$ cat src/rtl/param_timestep_controller.sv
// Timestep controller: owns the T0..T3 sequence plus a HALT state and decodes the
// instruction register into per-timestep datapath controls.
module param_timestep_controller #(
  parameter int DATA_W     = 10,
  parameter int REG_ADDR_W = 2
) (
  input  logic                  clk,
  input  logic                  rst,
  input  logic [DATA_W-1:0]     INST,
  input  logic                  exec,
  output logic [DATA_W-1:0]     IMM,
  output logic                  IMMout,
  output logic [REG_ADDR_W-1:0] Rin,
  output logic [REG_ADDR_W-1:0] Rout,
  output logic                  ENW,
  output logic                  ENR,
  output logic                  Ain,
  output logic                  Gin,
  output logic                  Gout,
  output logic [3:0]            ALUcont,
  output logic                  Ext,
  output logic                  IRin,
  output logic                  Clr,
  output logic [1:0]            T,
  output logic                  busy,
  output logic                  halted
);

  localparam int IMM_W = DATA_W - 4 - REG_ADDR_W;
  localparam int RX_HI = DATA_W - 5;
  localparam int RY_HI = DATA_W - 5 - REG_ADDR_W;

  localparam logic [3:0] OP_LD     = 4'b0000;
  localparam logic [3:0] OP_CPY    = 4'b0001;
  localparam logic [3:0] OP_ALU_LO = 4'b0010;
  localparam logic [3:0] OP_ALU_HI = 4'b1011;
  localparam logic [3:0] OP_ADDI   = 4'b1100;
  localparam logic [3:0] OP_SUBI   = 4'b1101;
  localparam logic [3:0] OP_NOP    = 4'b1110;
  localparam logic [3:0] OP_HALT   = 4'b1111;

  typedef enum logic [2:0] {
    S_T0   = 3'd0,
    S_T1   = 3'd1,
    S_T2   = 3'd2,
    S_T3   = 3'd3,
    S_HALT = 3'd4
  } state_t;

  state_t                  state;
  state_t                  state_nxt;
  logic [3:0]              op;
  logic [REG_ADDR_W-1:0]   rx;
  logic [REG_ADDR_W-1:0]   ry;
  logic                    is_alu;
  logic                    is_immop;

  assign op       = INST[DATA_W-1 -: 4];
  assign rx       = INST[RX_HI -: REG_ADDR_W];
  assign ry       = INST[RY_HI -: REG_ADDR_W];
  assign is_alu   = (op >= OP_ALU_LO) && (op <= OP_ALU_HI);
  assign is_immop = (op == OP_ADDI) || (op == OP_SUBI);

  // ADDI/SUBI reuse the ADD/SUB encodings of the register-register ops.
  function automatic logic [3:0] alu_select(input logic [3:0] opc);
    logic [3:0] sel;
    sel = 4'd0;
    if ((opc >= OP_ALU_LO) && (opc <= OP_ALU_HI)) sel = opc - OP_ALU_LO;
    else if (opc == OP_SUBI)                      sel = 4'd1;
    return sel;
  endfunction

  always_ff @(posedge clk or posedge rst) begin
    if (rst) state <= S_T0;
    else     state <= state_nxt;
  end

  always_comb begin
    state_nxt = state;
    case (state)
      S_T0:    state_nxt = exec ? S_T1 : S_T0;
      S_T1: begin
        if ((op == OP_LD) || (op == OP_CPY) || (op == OP_NOP)) state_nxt = S_T0;
        else if (op == OP_HALT)                                 state_nxt = S_HALT;
        else                                                    state_nxt = S_T2;
      end
      S_T2:    state_nxt = S_T3;
      S_T3:    state_nxt = S_T0;
      S_HALT:  state_nxt = S_HALT;
      default: state_nxt = S_T0;
    endcase
  end

  // Outputs are forced low while reset is held, independent of state and exec.
  always_comb begin
    IMM     = '0;
    IMMout  = 1'b0;
    Rin     = '0;
    Rout    = '0;
    ENW     = 1'b0;
    ENR     = 1'b0;
    Ain     = 1'b0;
    Gin     = 1'b0;
    Gout    = 1'b0;
    ALUcont = 4'd0;
    Ext     = 1'b0;
    IRin    = 1'b0;
    Clr     = 1'b0;
    T       = 2'd0;
    busy    = 1'b0;
    halted  = 1'b0;
    if (!rst) begin
      IMM = {{(DATA_W-IMM_W){1'b0}}, INST[IMM_W-1:0]};
      case (state)
        S_T0: begin
          IRin = exec;
          Ext  = exec;
        end
        S_T1: begin
          T    = 2'd1;
          busy = 1'b1;
          if (op == OP_LD) begin
            Ext = 1'b1;
            Rin = rx;
            ENW = 1'b1;
            Clr = 1'b1;
          end else if (op == OP_CPY) begin
            ENR  = 1'b1;
            Rout = ry;
            Rin  = rx;
            ENW  = 1'b1;
            Clr  = 1'b1;
          end else if ((op == OP_NOP) || (op == OP_HALT)) begin
            Clr = 1'b1;
          end else begin
            ENR  = 1'b1;
            Rout = rx;
            Ain  = 1'b1;
          end
        end
        S_T2: begin
          T       = 2'd2;
          busy    = 1'b1;
          ALUcont = alu_select(op);
          if (is_alu) begin
            ENR  = 1'b1;
            Rout = ry;
            Gin  = 1'b1;
          end else if (is_immop) begin
            IMMout = 1'b1;
            Gin    = 1'b1;
          end
        end
        S_T3: begin
          T       = 2'd3;
          busy    = 1'b1;
          ALUcont = alu_select(op);
          Gout    = 1'b1;
          Rin     = rx;
          ENW     = 1'b1;
          Clr     = 1'b1;
        end
        S_HALT:  halted = 1'b1;
        default: halted = 1'b0;
      endcase
    end
  end

endmodule

$ cat config.mk
export PLATFORM = sky130hd
export DESIGN_NAME = param_timestep_controller
export DESIGN_NICKNAME = d
export VERILOG_FILES = /design/src/rtl/param_timestep_controller.sv
export SDC_FILE = /design/constraint.sdc
export NUM_CORES = 1
export LEC_CHECK = 0
export CAP_MARGIN = 40
export CORE_MARGIN = 1.5
export CORE_UTILIZATION = 34
export DETAILED_ROUTE_END_ITERATION = 6
export GPL_ROUTABILITY_DRIVEN = 0
export PLACE_DENSITY_LB_ADDON = 0.15
export SYNTH_ARGS = -nofsm -noshare
export SYNTH_HDL_FRONTEND = slang
export SYNTH_SLANG_ARGS = --single-unit
$ cat constraint.sdc
create_clock -name clk -period 2.2 [get_ports clk]
set_input_delay 0.22 -clock clk [delete_from_list [all_inputs] [get_ports clk]]
set_output_delay 0.22 -clock clk [all_outputs]
set_load 0.1 [all_outputs]
==> reports/qor.yml, run 1 <==
die:
  die_h_microns: 42.8
  boundaryPins: 44
  initial_core_util_pct: 36.2
  core.rowCount: 14
  die_w_microns: 42.8
  core_sq_mm: 0.00149
  dieArea_sq_mm: 0.00183
clocking:
  cts-buffers-inserted: 3
  cts_tree: "yes"
  clock_latency_ps: 240
  cts_setup_buffers: 0
  clock-root-buffer: "clkbuf_4"
  cts.sinks: 3
  hold_buffers: 0
  clk_path_buf_depth: 2
  htreeDepth: 1
  clkSlewWorstSetupHoldPaths_ps: 40
  cts_resized: 0
logic_synthesis:
  syn-cell-area_sq_um: 539
  synth_fa_ha_area_share_pct: 2.32
  synth_seq_cells: 3
  netlist-cell-type-count: 33
  synth_compound_area_share_pct: 15.5
  ys_warn_count: 0
  yosys-mux-area-fraction_pct: 1.86
  synth_area_per_cell_sq_um: 6.74
  synth_top_family_by_area: "simple AND/OR/NAND/NOR gates"
  ys_seq_area_share_pct: 13.9
  synth-xor-area-share_pct: 1.62
  syn_inst: 80
  synth_simple_gate_area_share_pct: 45.0
drt:
  dr.pass1.iters: 4
  vias: 698
  viasPerCell: 5.17
  routed_wl_microns: 1820
  wl_per_cell_microns: 13.5
  top_layer_used: "met3"
  dr_wl_met2_microns: 1020
  ant_nets: 0
  remaining_drc_errors: 0
  routed-wl-met3_microns: 103
  dr.first_iter.drc_count: 13
  m1WireLength_microns: 694
finish:
  final_core_util_pct: 86.1
  largest_reg_flops: 3
  stdcell_count: 135
  fin_nets: 134
  antennaDiodeCount: 0
  area_growth_pct: 138
  drive_gt1_share_pct: 47.1
  top_regs: "state x3"
  regMostFlops: "state"
critical_path:
  critPathLaunchType: "primary input"
  worstSetupPathType: "in2out"
  slowest_stage: "or3_1"
  rrSetupSlack_ps: 1020
  end_kind: "output port"
  path_cells: "clkdlybuf4s50_1 > or3_1 > o211ai_2 > o31ai_4 > buf_12"
  slowest_delay_ps: 540
  critPathTopFamily: "buffers and inverters"
  arrival_ps: 1880
  r2r_cells: 3
  path_max_fanout: 7
  cp.required_ps: 1980
  timing.critical_path.from: "INST[7]"
  cp_num_buf_inv: 2
  rr_startpoint: "state[0]$_DFF_PP0_"
  r2r_end: "state[1]$_DFF_PP0_"
power:
  power_density_mw_per_mm2: 1170
  leakage_nw: 0.529
  irDropWorstVdd_mv: 0.831
  total_power_mw: 1.50
min_path:
  holdCritPathClass: "in2async"
global_route:
  grt_usage_pct: 21.4
  grt_pass1_vias: 695
  antenna_found_initial: 0
  grt_first_pass_wirelength_microns: 2930
  grt_overflow_total: 0
  grt_max_degree: 13
job:
  drv_cap: 0
timing:
  setup_viol: 0
  holdWs_ps: 411
  rsz0062_at_grt: "no"
  finalMaxSlewViolations: 0
  finalCritPeriodShare_pct: 95.4
  finalClockSkew_ps: 0.0446
  final.min_clock_period_ps: 2100
  finalHoldViolations: 0
  max_freq_mhz: 477
place:
  dp_cells: 131
  place.port_buffers: 37
  dpl.hpwl_microns: 1550
run_status:
  status: "finished clean"
worst register-to-register path, delay by kind of cell, from the launching register on:
family	cells	cell delay (ps)
flip-flops	1	560
AND/OR/NAND/NOR	3	560
synthesized netlist by cell type:
cell type | n | area [sq um]
nand4_1 | 2 | 12.5
xor2_1 | 1 | 8.76
nand2_1 | 8 | 30.0
ha_1 | 1 | 12.5
nor3b_2 | 1 | 12.5
o21ai_0 | 2 | 10.0
inv_1 | 7 | 26.3
conb_1 | 1 | 3.75
dfrtp_1 | 3 | 75.1
and4bb_2 | 1 | 12.5
a21oi_1 | 3 | 15.0
and2_1 | 3 | 18.8
or3_1 | 1 | 6.26
nor2b_1 | 2 | 12.5
nand3_1 | 3 | 15.0
buf_6 | 1 | 11.3
nor3b_1 | 1 | 7.51
o21bai_1 | 1 | 7.51
o21a_1 | 2 | 15.0
nor3_1 | 5 | 25.0
buf_4 | 6 | 45.0
and3_1 | 2 | 12.5
nand2b_1 | 1 | 6.26
nor2_1 | 9 | 33.8
nor4_1 | 1 | 6.26
o211ai_2 | 1 | 12.5
a31o_2 | 1 | 8.76
nand4bb_1 | 1 | 11.3
buf_2 | 4 | 20.0
mux2i_1 | 1 | 10.0
nor2_4 | 1 | 11.3
o31ai_1 | 2 | 15.0
nor4b_1 | 1 | 8.76
area by class of cell:
| type | instances | area, sq um |
|---|---|---|
| Multi-Input combinational cell | 64 | 477 |
| Clock buffer | 4 | 26.3 |
| Inverter | 7 | 33.8 |
| Tap cell | 16 | 20.0 |
| Fill cell | 74 | 206 |
| Timing Repair Buffer | 41 | 651 |
| Sequential cell | 3 | 75.1 |
kinds of logic after synthesis:
kind of cell,count (synthesis)
AO/OA/AOI/OAI,12
XOR/XNOR,1
adder cells (fa/ha/maj),1
buffers and inverters,18
flip-flops,3
multiplexers,1
other,1
AND/OR/NAND/NOR,43
power breakdown:
part / internal (mW) / switching, mW / leakage (nW)
sequential: 0.0744 / 0.0689 / 0.0384
combinational: 0.426 / 0.830 / 0.476
clock: 0.0681 / 0.0312 / 0.0150
cells in the final DEF (no fill, tap or decap), types with 2 or more instances in the layout:
cell and count:
buf_12 25, clkdlybuf4s50_1 12, nand2_1 8, nor2_1 6, conb_1 6, inv_1 5
nor2_4 4, buf_4 4, and2_2 3, nand3_1 3, nor3_2 3, clkbuf_4 3
dfrtp_1 3, clkinvlp_4 2, a21oi_1 2, nand4_1 2, o31ai_4 2, nor2b_1 2
o21ai_0 2
routing by layer:
metal | vias up | track usage (%)
met2 | 35 | 40.0
li1 | 337 | -
met4 | 0 | 6.25
met1 | 326 | 22.6
met5 | - | 0
met3 | 0 | 6.38
per-stage QoR:
step	cell area [sq um]	TNS, ps	setup slack, ps
final	1280	0	102
after global routing	1280	0	37.4
after CTS	1280	0	103
after detailed placement	1260	0	103
after global placement	1260	0	166
after floorplan	662	-1410	-484
worst max-delay path by stage:
stage	to	slack [ps]	cells past startpoint
2_1_floorplan	IMMout	-480	4
3_3_place_gp	Rout[1]	170	5
3_5_place_dp	Rout[0]	100	5
4_1_cts	Rout[0]	100	5
5_1_grt	Rout[0]	40	5
6_report	Rout[0]	100	5
Note: power is estimated with default switching activity, not from simulation.
==> run 2: changes to the inputs <==
- CAP_MARGIN: 40 -> not set
==> results of run 2 <==
Same layout as run 1: the final DEF is identical, and so are final timing and power.
